[src/rtl/db9md_pkg.sv]
`default_nettype none
// ============================================================================
// db9md_pkg : shared types and bit maps for the DB9 Mega Drive scan controller
// Rev 1.0
// ============================================================================
package db9md_pkg;

  typedef enum logic [1:0] {
    ST_IDLE_WAIT = 2'd0,
    ST_SCAN      = 2'd1,
    ST_COMMIT    = 2'd2
  } state_t;

  // Published button word layout
  localparam int BTN_R     = 0;
  localparam int BTN_L     = 1;
  localparam int BTN_D     = 2;
  localparam int BTN_U     = 3;
  localparam int BTN_B     = 4;
  localparam int BTN_C     = 5;
  localparam int BTN_A     = 6;
  localparam int BTN_START = 7;
  localparam int BTN_MODE  = 8;
  localparam int BTN_X     = 9;
  localparam int BTN_Y     = 10;
  localparam int BTN_Z     = 11;

  // joy_in pin map; meaning depends on the select phase
  localparam int JOY_U     = 0;
  localparam int JOY_D     = 1;
  localparam int JOY_L     = 2;
  localparam int JOY_R     = 3;
  localparam int JOY_B     = 4;
  localparam int JOY_C     = 5;
  localparam int JOY_A     = 4;
  localparam int JOY_START = 5;
  localparam int JOY_Z     = 0;
  localparam int JOY_Y     = 1;
  localparam int JOY_X     = 2;
  localparam int JOY_MODE  = 3;

  localparam logic [2:0] PH_DIR  = 3'd0;
  localparam logic [2:0] PH_AST  = 3'd1;
  localparam logic [2:0] PH_ID   = 3'd5;
  localparam logic [2:0] PH_XYZ  = 3'd6;
  localparam logic [2:0] PH_LAST = 3'd7;

  // Captures are already active-high and kept in joy_in pin order.
  function automatic logic [11:0] pack_word(
    input logic [5:0] dir,
    input logic [5:0] ast,
    input logic [5:0] xyz,
    input logic       present,
    input logic       six
  );
    logic [11:0] w;
    w            = '0;
    w[BTN_R]     = dir[JOY_R];
    w[BTN_L]     = dir[JOY_L];
    w[BTN_D]     = dir[JOY_D];
    w[BTN_U]     = dir[JOY_U];
    w[BTN_B]     = dir[JOY_B];
    w[BTN_C]     = dir[JOY_C];
    w[BTN_A]     = ast[JOY_A];
    w[BTN_START] = ast[JOY_START];
    if (six) begin
      w[BTN_MODE] = xyz[JOY_MODE];
      w[BTN_X]    = xyz[JOY_X];
      w[BTN_Y]    = xyz[JOY_Y];
      w[BTN_Z]    = xyz[JOY_Z];
    end
    if (!present) w = '0;
    return w;
  endfunction

endpackage
`default_nettype wire

[src/rtl/db9md_sync2.sv]
`default_nettype none
// ============================================================================
// db9md_sync2 : 2-flop synchronizer, resets to all ones (idle, active-low bus)
// Rev 1.0
// ============================================================================
module db9md_sync2 #(
  parameter int WIDTH = 6
) (
  input  logic             clk_sys,
  input  logic             reset_n,
  input  logic [WIDTH-1:0] d,
  output logic [WIDTH-1:0] q
);

  logic [WIDTH-1:0] r_meta;
  logic [WIDTH-1:0] r_sync;

  always_ff @(posedge clk_sys or negedge reset_n) begin
    if (!reset_n) begin
      r_meta <= '1;
      r_sync <= '1;
    end else begin
      r_meta <= d;
      r_sync <= r_meta;
    end
  end

  assign q = r_sync;

endmodule
`default_nettype wire

[src/rtl/db9md_scan_ctrl.sv]
`default_nettype none
// ============================================================================
// db9md_scan_ctrl : DB9 Mega Drive select-line sequencer and pad decoder
// Rev 1.0
// ============================================================================
module db9md_scan_ctrl
  import db9md_pkg::*;
#(
  parameter int PHASE_CYC = 480,
  parameter int IDLE_CYC  = 96000
) (
  input  logic        clk_sys,
  input  logic        reset_n,
  input  logic        enable,
  input  logic        two_pad,
  input  logic [5:0]  joy_in,
  output logic        joy_mdsel,
  output logic        joy_split,
  output logic [11:0] joystick1,
  output logic [11:0] joystick2,
  output logic [1:0]  pad_present,
  output logic [1:0]  pad_6btn,
  output logic        scan_done
);

  localparam int CNT_MAX = (IDLE_CYC > PHASE_CYC) ? IDLE_CYC : PHASE_CYC;
  localparam int CNT_W   = (CNT_MAX > 2) ? $clog2(CNT_MAX) : 1;
  localparam logic [CNT_W-1:0] IDLE_LAST  = CNT_W'(IDLE_CYC - 1);
  localparam logic [CNT_W-1:0] PHASE_LAST = CNT_W'(PHASE_CYC - 1);

  logic [5:0]       w_joy_s;
  state_t           r_state, w_state_nxt;
  logic [CNT_W-1:0] r_cnt, w_cnt_nxt;
  logic [2:0]       r_phase, w_phase_nxt;
  logic             w_sample;
  logic             w_commit;

  logic [5:0]       r_cap_dir, r_cap_ast, r_cap_xyz;
  logic             r_cap_present, r_cap_six;
  logic [11:0]      w_word;

  logic             r_mdsel, r_split, r_done;
  logic [11:0]      r_joy1, r_joy2;
  logic [1:0]       r_present, r_6btn;

  db9md_sync2 #(.WIDTH(6)) u_sync (
    .clk_sys (clk_sys),
    .reset_n (reset_n),
    .d       (joy_in),
    .q       (w_joy_s)
  );

  always_comb begin
    w_state_nxt = r_state;
    w_cnt_nxt   = r_cnt + 1'b1;
    w_phase_nxt = r_phase;
    w_sample    = 1'b0;
    w_commit    = 1'b0;
    case (r_state)
      ST_IDLE_WAIT: begin
        if (r_cnt == IDLE_LAST) begin
          w_state_nxt = ST_SCAN;
          w_cnt_nxt   = '0;
          w_phase_nxt = PH_DIR;
        end
      end
      ST_SCAN: begin
        if (r_cnt == PHASE_LAST) begin
          w_sample  = 1'b1;
          w_cnt_nxt = '0;
          if (r_phase == PH_LAST) begin
            w_state_nxt = ST_COMMIT;
            w_commit    = 1'b1;
          end else begin
            w_phase_nxt = r_phase + 3'd1;
          end
        end
      end
      default: begin
        w_state_nxt = ST_IDLE_WAIT;
        w_cnt_nxt   = '0;
      end
    endcase
    // Dropping enable aborts anything in flight, including a pending commit.
    if (!enable) begin
      w_state_nxt = ST_IDLE_WAIT;
      w_cnt_nxt   = '0;
      w_phase_nxt = '0;
      w_sample    = 1'b0;
      w_commit    = 1'b0;
    end
  end

  always_ff @(posedge clk_sys or negedge reset_n) begin
    if (!reset_n) begin
      r_state <= ST_IDLE_WAIT;
      r_cnt   <= '0;
      r_phase <= '0;
      r_mdsel <= 1'b1;
    end else begin
      r_state <= w_state_nxt;
      r_cnt   <= w_cnt_nxt;
      r_phase <= w_phase_nxt;
      r_mdsel <= !((w_state_nxt == ST_SCAN) && w_phase_nxt[0]);
    end
  end

  always_ff @(posedge clk_sys or negedge reset_n) begin
    if (!reset_n) begin
      r_cap_dir     <= '0;
      r_cap_ast     <= '0;
      r_cap_xyz     <= '0;
      r_cap_present <= 1'b0;
      r_cap_six     <= 1'b0;
    end else if (!enable) begin
      r_cap_dir     <= '0;
      r_cap_ast     <= '0;
      r_cap_xyz     <= '0;
      r_cap_present <= 1'b0;
      r_cap_six     <= 1'b0;
    end else if (w_sample) begin
      case (r_phase)
        PH_DIR: r_cap_dir <= ~w_joy_s;
        PH_AST: begin
          r_cap_ast     <= ~w_joy_s;
          // L and R both low while select is low is the MD signature.
          r_cap_present <= !w_joy_s[JOY_L] && !w_joy_s[JOY_R];
        end
        PH_ID:  r_cap_six <= (w_joy_s[3:0] == 4'b0000);
        PH_XYZ: r_cap_xyz <= ~w_joy_s;
        default: ;
      endcase
    end
  end

  assign w_word = pack_word(r_cap_dir, r_cap_ast, r_cap_xyz, r_cap_present, r_cap_six);

  always_ff @(posedge clk_sys or negedge reset_n) begin
    if (!reset_n) begin
      r_joy1    <= '0;
      r_joy2    <= '0;
      r_present <= '0;
      r_6btn    <= '0;
      r_split   <= 1'b0;
      r_done    <= 1'b0;
    end else if (!enable) begin
      r_joy1    <= '0;
      r_joy2    <= '0;
      r_present <= '0;
      r_6btn    <= '0;
      r_split   <= 1'b0;
      r_done    <= 1'b0;
    end else begin
      r_done <= w_commit;
      if (w_commit) begin
        if (r_split) r_joy2 <= w_word;
        else         r_joy1 <= w_word;
        r_present[r_split] <= r_cap_present;
        r_6btn[r_split]    <= r_cap_present && r_cap_six;
        r_split            <= two_pad ? !r_split : 1'b0;
      end
    end
  end

  assign joy_mdsel   = r_mdsel;
  assign joy_split   = r_split;
  assign joystick1   = r_joy1;
  assign joystick2   = r_joy2;
  assign pad_present = r_present;
  assign pad_6btn    = r_6btn;
  assign scan_done   = r_done;

endmodule
`default_nettype wire

[config.mk]
export PLATFORM = sky130hd
export DESIGN_NAME = db9md_scan_ctrl
export DESIGN_NICKNAME = d
export VERILOG_FILES = /design/src/rtl/db9md_pkg.sv /design/src/rtl/db9md_sync2.sv /design/src/rtl/db9md_scan_ctrl.sv
export SDC_FILE = /design/constraint.sdc
export NUM_CORES = 1
export LEC_CHECK = 0
export ABC_AREA = 1
export BUFFER_PORTS_ARGS = -buffer_cell sky130_fd_sc_hd__buf_4
export CORE_ASPECT_RATIO = 1.5
export CORE_UTILIZATION = 40
export DETAILED_ROUTE_END_ITERATION = 7
export PLACE_DENSITY = 0.69
export SLEW_MARGIN = 20
export SYNTH_ARGS = -nofsm -noshare
export SYNTH_HDL_FRONTEND = slang
export SYNTH_HIERARCHICAL = 1
export SYNTH_SLANG_ARGS = --single-unit
[constraint.sdc]
create_clock -name clk_sys -period 2.75 [get_ports clk_sys]
set_input_delay 0.1375 -clock clk_sys [delete_from_list [all_inputs] [get_ports clk_sys]]
set_output_delay 0.1375 -clock clk_sys [all_outputs]
set_load 0.02 [all_outputs]
==> results_dict.tcl, run 1 <==
set metrics [dict create \
    status "complete, no violations" \
    clk_latency_ns 0.34 \
    tns_ns 0 \
    grt_overflow 0 \
    arrival_ns 2.01 \
    wire_per_inst_um 12.3 \
    max_freq_mhz 562 \
    die_w_um 81.6 \
    maxSlewViolCount 0 \
    clk_path_buf_depth 2 \
    synthCells 448 \
    dp_hpwl_um 5450 \
    cp_data_required_time_ns 2.98 \
    ys_seq_area_frac 0.525 \
    grtUsageTotal 0.175 \
    rsz0062_at_grt "false" \
    clock_sinks 79 \
    drc 0 \
    cts_made_buffers 9 \
    grt_first_pass_wirelength_um 13100 \
    power.total_uw 2390 \
    min_period_ns 1.78 \
    ys_types 34 \
    place_congestion 0.932 \
    fin_nets 509 \
    drt_pass1_iterations 4 \
    synth-main-ff-cell "dfrtp_1" \
    syn_area_sq_um 3800 \
    drt_iter0_markers 127 \
    cap_violations 0 \
    hp-class "input pin to flip-flop" \
    avgSynthCellArea_sq_um 8.48 \
    grt_pass1_vias 2950 \
    antenna_found_initial 0 \
    num_rows 43 \
    synth_warnings 6 \
    drive_gt1_frac 0.197 \
    synth_async_sr_flop_share 1.00 \
    yosys-top-cells-count "nand2_1 (125), dfrtp_1 (66), nand3_1 (58), nor2_1 (56), inv_1 (38)" \
    crit_path_start_kind "flip-flop" \
    num_vias 3025 \
    port_buffers 40 \
    crit_fanout 28 \
    yosys.area.top_type "dfrtp_1" \
    fillers 916 \
    ios 41 \
    max_slew_margin 0.371 \
    path_class "flip-flop to flip-flop" \
    clock_skew_ns 0.00653 \
    hold_ws_ns 0.0516 \
    setup_ws_ns 0.971 \
    cts_max_level 3 \
    synth_edf_count 0 \
    hold_violations 0 \
    root_buffer "clkbuf_16" \
    leakagePower_uw 0.00224 \
    setup_viol 0 \
    post-place-ws_ns 1.00 \
    dieArea_sq_um 9900 \
    area_growth_pct 18.1 \
    core_sq_um 9250 \
    clk_pin_slew_worst_paths_ns 0.06 \
    synth.most_common_cell "nand2_1" \
    ant_nets 0 \
    hold_buffers 7 \
    ys_ff_latch 79 \
    synth_area_leaders "dfrtp_1 (43%), nand2_1 (12%), dfstp_2 (9.0%), nand3_1 (7.6%), nor2_1 (5.5%)" \
    diodes 0 \
    cts_resized 0 \
    grt_max_degree 80 \
    start_util 0.410 \
    cts_tree "done" \
    period_share 0.647 \
    ir_drop_uv 330 \
    end_kind "flip-flop" \
    die_h_um 121 \
    wl_um 7510 \
    power_density_nw_per_um2 533 \
    postCtsSetupBuffers 0 \
    synth_top_area_frac 0.435 \
    synth_nets 464 \
    worstMarginPinSlew_ns 0.944 \
    viasPerCell 4.96 \
]
[cell usage in the layout (no fill, tap or decap), drive strengths merged]
cell and instances:
nand2 135, dfrtp 66, nor2 63, nand3 60, inv 46, buf 40, dfstp 13, o21ai 12
nand4 10, clkbuf 10, xor2 8, nor3 8, dlygate4sd3 7, ha 6, a21oi 3, clkinvlp 3
xnor2 2, or2 2, clkinv 2, a31oi 1, a21boi 1
[cell type report]
| cell class | instances | area, sq um | share of cell area |
|---|---|---|---|
| clock inverter | 6 | 45.0 | 0.0100 |
| clock buffer | 10 | 229 | 0.0510 |
| inverter | 45 | 169 | 0.0376 |
| timing repair buffer | 47 | 370 | 0.0825 |
| sequential | 79 | 1990 | 0.444 |
| multi-input combinational | 311 | 1540 | 0.343 |
| tap | 112 | 140 | 0.0312 |
[critical path, stage by stage, from the launching register on]
cell and delay (ns):
dfrtp_1 0.46, ha_1 0.19, ha_1 0.28, nand4_4 0.19, nand2_8 0.20, nand2_4 0.15
nand2_1 0.11, nand2_1 0.06
[path summary, 6_finish.rpt]
path	end	depth (start not counted)	start	slack [ns]
worst max-delay path	joystick1[0]	7	r_phase[0]	0.97
worst min-delay path	joy_split	3	two_pad	0.05
worst max register to register	joystick1[0]	7	r_phase[0]	0.97
worst min register to register	u_sync/q[2]	0	u_sync/r_meta[2]	0.35
max in group asynchronous	r_cnt[4]	2	reset_n	1.65
min in group asynchronous	pad_6btn[1]	2	reset_n	0.49
[metrics by stage]
stage / utilization / cells / instance area, sq um
after CTS: 0.485 / 610 / 4490
after detailed placement: 0.448 / 587 / 4140
after global placement: 0.448 / 587 / 4140
after floorplan: - / 448 / 3800
final: 0.485 / 610 / 4490
after global routing: 0.485 / 610 / 4490
[state kept, by name (all words and copies together), names as in the netlist]
signal / flops
scan_done: 1
r_cnt: 17
pad_6btn: 2
joystick2: 12
pad_present: 2
joystick1: 12
joy_split: 1
u_sync/q: 6
joy_mdsel: 1
r_cap_dir: 6
r_cap_present: 1
r_phase: 3
r_state: 2
u_sync/r_meta: 6
r_cap_xyz: 4
r_cap_ast: 2
r_cap_six: 1
[layer usage]
metal	GRT usage	part of all wire
met4	0.102	0.028
met5	0	0
met1	0.185	0.39
met2	0.308	0.55
met3	0.0406	0.037
[cells by family after synthesis]
kind of cell,count (synthesis),synth area share
AO/OA/AOI/OAI,17,0.0234
AND/OR/NAND/NOR,278,0.339
adder cells (fa/ha/maj),6,0.0198
buffers and inverters,58,0.0698
flip-flops,79,0.525
XOR/XNOR,10,0.0231
[power by group]
group	switching [uW]	total, uW	internal [uW]
sequential	8.00	1190	1180
clock	481	1100	615
combinational	73.5	103	29.5
total	562	2390	1830
Power figures use the tool's default switching activity.
==> inputs of run 2 (changes only) <==
==> constraint.sdc (replaced) <==
create_clock -name clk_sys -period 1.7 [get_ports clk_sys]
set_input_delay 0.085 -clock clk_sys [delete_from_list [all_inputs] [get_ports clk_sys]]
set_output_delay 0.085 -clock clk_sys [all_outputs]
set_load 0.02 [all_outputs]
==> results_dict.tcl, run 2 (synthesis results as in run 1) <==
set metrics [dict create \
    status "complete, no violations" \
    diodes 0 \
    hp-class "input pin to flip-flop" \
    crit_slowest_cell "dfrtp_1" \
    rsz0062_at_grt "true" \
    wl_um 8500 \
    cts_max_level 3 \
    crit_fanout 6 \
    viasPerCell 5.03 \
    largest_register_ffs 17 \
    arrival_ns 1.93 \
    max_freq_mhz 606 \
    period_share 0.971 \
    top_register "r_cnt" \
    hold_violations 0 \
    place_congestion 0.910 \
    grt_first_pass_wirelength_um 13100 \
    drt_iter0_markers 165 \
    max_slew_margin 0.598 \
    port_buffers 40 \
    whs_path_depth 3 \
    path_common_cell "nand2_1" \
    die_w_um 81.6 \
    grt_max_degree 45 \
    cp_data_required_time_ns 1.98 \
    drt_pass1_iterations 4 \
    met2_usage 0.315 \
    ant_nets 0 \
    fin_area_sq_um 4890 \
    clock_skew_ns 0.00787 \
    cts_tree "done" \
    drc 0 \
    maxSlewViolCount 0 \
    fin_nets 541 \
    cpPeakStageDelay_ns 0.43 \
    layout_commonest_cell "nand2_1" \
    cts_made_buffers 9 \
    leakagePower_uw 0.00244 \
    clk_latency_ns 0.34 \
    hold_ws_ns 0.165 \
    clk_path_buf_depth 2 \
    end_kind "flip-flop" \
    setup_viol 0 \
    gr-usage-met3 0.0444 \
    met1_usage 0.188 \
    post-place-ws_ns 0.0538 \
    crit_path_start_kind "flip-flop" \
    cp_cell_sequence "inv_1 -> nand2_1 -> nor2_2 -> nand2_2 -> nor2_4 -> nand4_4 -> nand2_8 -> clkbuf_16 -> nand3_1 -> nand2_1" \
    postPlaceCellArea_sq_um 4280 \
    clk_pin_slew_worst_paths_ns 0.06 \
    path_class "flip-flop to flip-flop" \
    num_rows 43 \
    r2r.worst_path.cells 10 \
    grtUsageTotal 0.177 \
    start_util 0.410 \
    fillers 866 \
    grt_overflow 0 \
    dieArea_sq_um 9900 \
    setup_ws_ns 0.0488 \
    dp_hpwl_um 5890 \
    worstMarginPinSlew_ns 0.602 \
    min_period_ns 1.65 \
    top_usage_layer "met2" \
    clock_sinks 79 \
    tns_ns 0 \
    layout_common_cells "nand2_1 (120), dfrtp_1 (66), buf_4 (65)" \
    drive_gt1_frac 0.275 \
    num_vias 3232 \
    grt_pass1_vias 2934 \
    root_buffer "clkbuf_16" \
    power_density_nw_per_um2 833 \
    cap_violations 0 \
    ios 41 \
    core_sq_um 9250 \
    area_growth_pct 28.7 \
    antenna_found_initial 0 \
    power.total_uw 4070 \
    wire_per_inst_um 13.2 \
    die_h_um 121 \
    ir_drop_uv 577 \
]
## run 2: cell count changes in the layout (fill, tap and decap cells not counted), sizes merged
| cell | delta |
|---|---|
| inv | -1 |
| clkbuf | +1 |
| nand2 | +3 |
| bufinv | +1 |
| buf | +27 |
| dlygate4sd3 | +1 |
## run 2: power breakdown
| part | internal, uW | switching (uW) | total [uW] |
|---|---|---|---|
| logic | 83.2 | 143 | 227 |
| registers | 1920 | 14.5 | 1930 |
| clock network | 1140 | 772 | 1920 |
## run 2: worst paths after layout
check,to,slack [ns],from
min,r_state[1],0.16,enable
min reg2reg,u_sync/q[3],0.35,u_sync/r_meta[3]
max,joystick2[10],0.05,r_cnt[10]
min in group asynchronous,scan_done,0.28,reset_n
max reg2reg,joystick2[10],0.05,r_cnt[10]
max in group asynchronous,joystick1[4],0.80,reset_n
## run 2: repair_timing
item / in CTS / in global routing
setup endpoints to repair: 0 / 56
hold endpoints to repair: 35 / 0
setup buffers: 0 / 9
gates resized for setup: 0 / 24
hold buffers: 8 / 0
## run 2: critical path, delay by kind of cell, from the launching register on
kind	cells	cell delay (ns)
and+or+nand+nor	8	0.91
buffers and inverters	2	0.26
DFF	1	0.43
## run 2: final cells by class
cell class | instances | area (sq um) | share of cell area
timing repair buffer | 76 | 624 | 0.128
sequential | 79 | 1990 | 0.408
multi-input combinational | 314 | 1660 | 0.340
clock buffer | 10 | 229 | 0.0468
clock inverter | 6 | 70.1 | 0.0143
tap | 112 | 140 | 0.0287
inverter | 45 | 169 | 0.0345
## run 2: per-stage QoR
step,utilization,cells
after floorplan,-,448
after global placement,0.463,604
after detailed placement,0.463,604
after CTS,0.504,628
after global routing,0.528,642
final,0.528,642
## run 2: routing by layer
metal  part of all wire  routed length (um)
met1               0.38                3230
met5                  0                   0
met2               0.54                4610
met3              0.042                 354
met4              0.035                 301
==> inputs of run 3 (changes only) <==
--- a/config.mk
+++ b/config.mk
@@ -8,9 +8,9 @@
 export ABC_AREA = 1
 export BUFFER_PORTS_ARGS = -buffer_cell sky130_fd_sc_hd__buf_4
 export CORE_ASPECT_RATIO = 1.5
-export CORE_UTILIZATION = 40
+export CORE_UTILIZATION = 53
 export DETAILED_ROUTE_END_ITERATION = 7
-export PLACE_DENSITY = 0.69
+export PLACE_DENSITY = 0.87
 export SLEW_MARGIN = 20
 export SYNTH_ARGS = -nofsm -noshare
 export SYNTH_HDL_FRONTEND = slang
==> constraint.sdc (replaced) <==
create_clock -name clk_sys -period 1.3 [get_ports clk_sys]
set_input_delay 0.065 -clock clk_sys [delete_from_list [all_inputs] [get_ports clk_sys]]
set_output_delay 0.065 -clock clk_sys [all_outputs]
set_load 0.02 [all_outputs]
==> results_dict.tcl, run 3 (synthesis results as in run 1) <==
set metrics [dict create \
    status "finished, violations left" \
    violations "DRC, setup timing" \
    leakagePower_uw 0.00266 \
    num_rows 37 \
    setup_viol 67 \
    hold_violations 0 \
    clock_skew_ns 0.00580 \
    start_util 0.551 \
    hold_ws_ns 0.106 \
    port_buffers 40 \
    grt_overflow 0 \
    rsz0062_at_grt "true" \
    r2r.worst_path.cells 7 \
    fin_nets 585 \
    multiInputGateArea_sq_um 1770 \
    top_register "r_cnt" \
    cts_made_buffers 9 \
    final-seq-area_sq_um 1990 \
    end_kind "flip-flop" \
    ios 41 \
    maxSlewViolCount 0 \
    cp_cell_sequence "ha_2 -> nand3_4 -> nor3_4 -> nand2_2 -> nor3_2 -> xor2_1 -> nor2_1" \
    clk_path_buf_depth 2 \
    drt_iter0_markers 281 \
    min_period_ns 1.70 \
    clk_pin_slew_worst_paths_ns 0.08 \
    cp_top_family "simple AND/OR/NAND/NOR gates" \
    power_density_nw_per_um2 952 \
    cp_num_cells 7 \
    cp_data_required_time_ns 1.55 \
    crit_path_start_kind "flip-flop" \
    place_congestion 0.904 \
    cts_tree "done" \
    power.total_uw 4990 \
    crit_slowest_cell "dfrtp_1" \
    cts_max_level 3 \
    crit_fanout 6 \
    largest_register_ffs 17 \
    period_share 1.30 \
    layout_common_cells "nand2_1 (119), buf_4 (104), dfrtp_1 (65)" \
    area_growth_pct 37.9 \
    arrival_ns 1.94 \
    core_sq_um 6900 \
    drive_gt1_frac 0.365 \
    ir_drop_uv 576 \
    antenna_found_initial 0 \
    hp-class "input pin to async pin" \
    grt_max_degree 33 \
    clock_sinks 79 \
    wl_um 10500 \
    root_buffer "clkbuf_8" \
    dieArea_sq_um 7520 \
    max_freq_mhz 590 \
    num_vias 3631 \
    ff2ff_setup_slack_ns -0.40 \
    setup_ws_ns -0.396 \
    dp_hpwl_um 6550 \
    wire_per_inst_um 16.1 \
    fillers 424 \
    grt_pass1_vias 3650 \
    ant_nets 0 \
    path_class "flip-flop to flip-flop" \
    grtUsageTotal 0.283 \
    cpPeakStageDelay_ns 0.37 \
    post-place-ws_ns -0.330 \
    clk_latency_ns 0.37 \
    max_slew_margin 0.615 \
    layout_commonest_cell "nand2_1" \
    drt_pass1_iterations 7 \
    die_w_um 71.1 \
    diodes 0 \
    drc 6 \
    die_h_um 106 \
    grt_first_pass_wirelength_um 16000 \
    worstMarginPinSlew_ns 0.577 \
    cap_violations 0 \
    viasPerCell 5.58 \
    critPathBufInv 0 \
]
-- run 3: cell types whose count changed in the layout (fill, tap and decap cells not counted), moves of 4 or more --
cell       previous run  this run
buf_4                65       104
clkbuf_16            10         0
clkbuf_8              0         9
nand3_1              53        47
nand3_2               6        12
buf_6                 1         6
nor2_4                2         6
-- run 3: area by class of cell --
cell class | instances | area share
clock buffers | 10 | 0.0244
repair buffers | 120 | 0.185
inverters | 45 | 0.0327
well taps | 78 | 0.0186
clock inverters | 5 | 0.0205
multi-input cells | 314 | 0.338
flip-flops and latches | 79 | 0.381
-- run 3: path summary, 6_finish.rpt --
kind                                  startpoint            to
worst min-delay path                     reset_n  joystick2[6]
worst max register to register          r_cnt[0]     r_cnt[16]
worst max-delay path                    r_cnt[0]     r_cnt[16]
worst min register to register  u_sync/r_meta[1]   u_sync/q[1]
max in group asynchronous                reset_n   u_sync/q[1]
min in group clk_sys                      enable   pad_6btn[1]
-- run 3: per-layer routing --
layer	routed length (um)	vias to the layer above	GRT usage
li1	-	1662	-
met1	3500	1733	0.261
met2	5850	176	0.534
met3	517	60	0.0621
met4	616	0	0.193
met5	0	-	0
-- run 3: what timing repair did --
action                                  CTS  global route
setup buffers                             6             5
endpoints found under the setup margin   67            67
hold endpoints to repair                 74             0
resized for setup                        21            23
cloned                                    3             0
pin swaps                                 5            13
hold buffers                              8             0
-- run 3: where the power goes --
| part | internal, uW | leakage, uW | total [uW] | switching, uW |
|---|---|---|---|---|
| Combinational | 108 | 0.00149 | 299 | 191 |
| Clock | 1270 | 0.000117 | 2170 | 901 |
| Sequential | 2500 | 0.00105 | 2520 | 17.2 |
-- run 3: per-stage QoR --
step	TNS (ns)	std cells	area (sq um)	utilization
floorplan	-8.41	448	3870	-
global placement	-10.88	614	4650	0.674
detailed placement	-15.21	614	4650	0.674
CTS	-15.58	646	5120	0.742
global route	-26.05	651	5240	0.760
finish	-19.95	651	5240	0.760
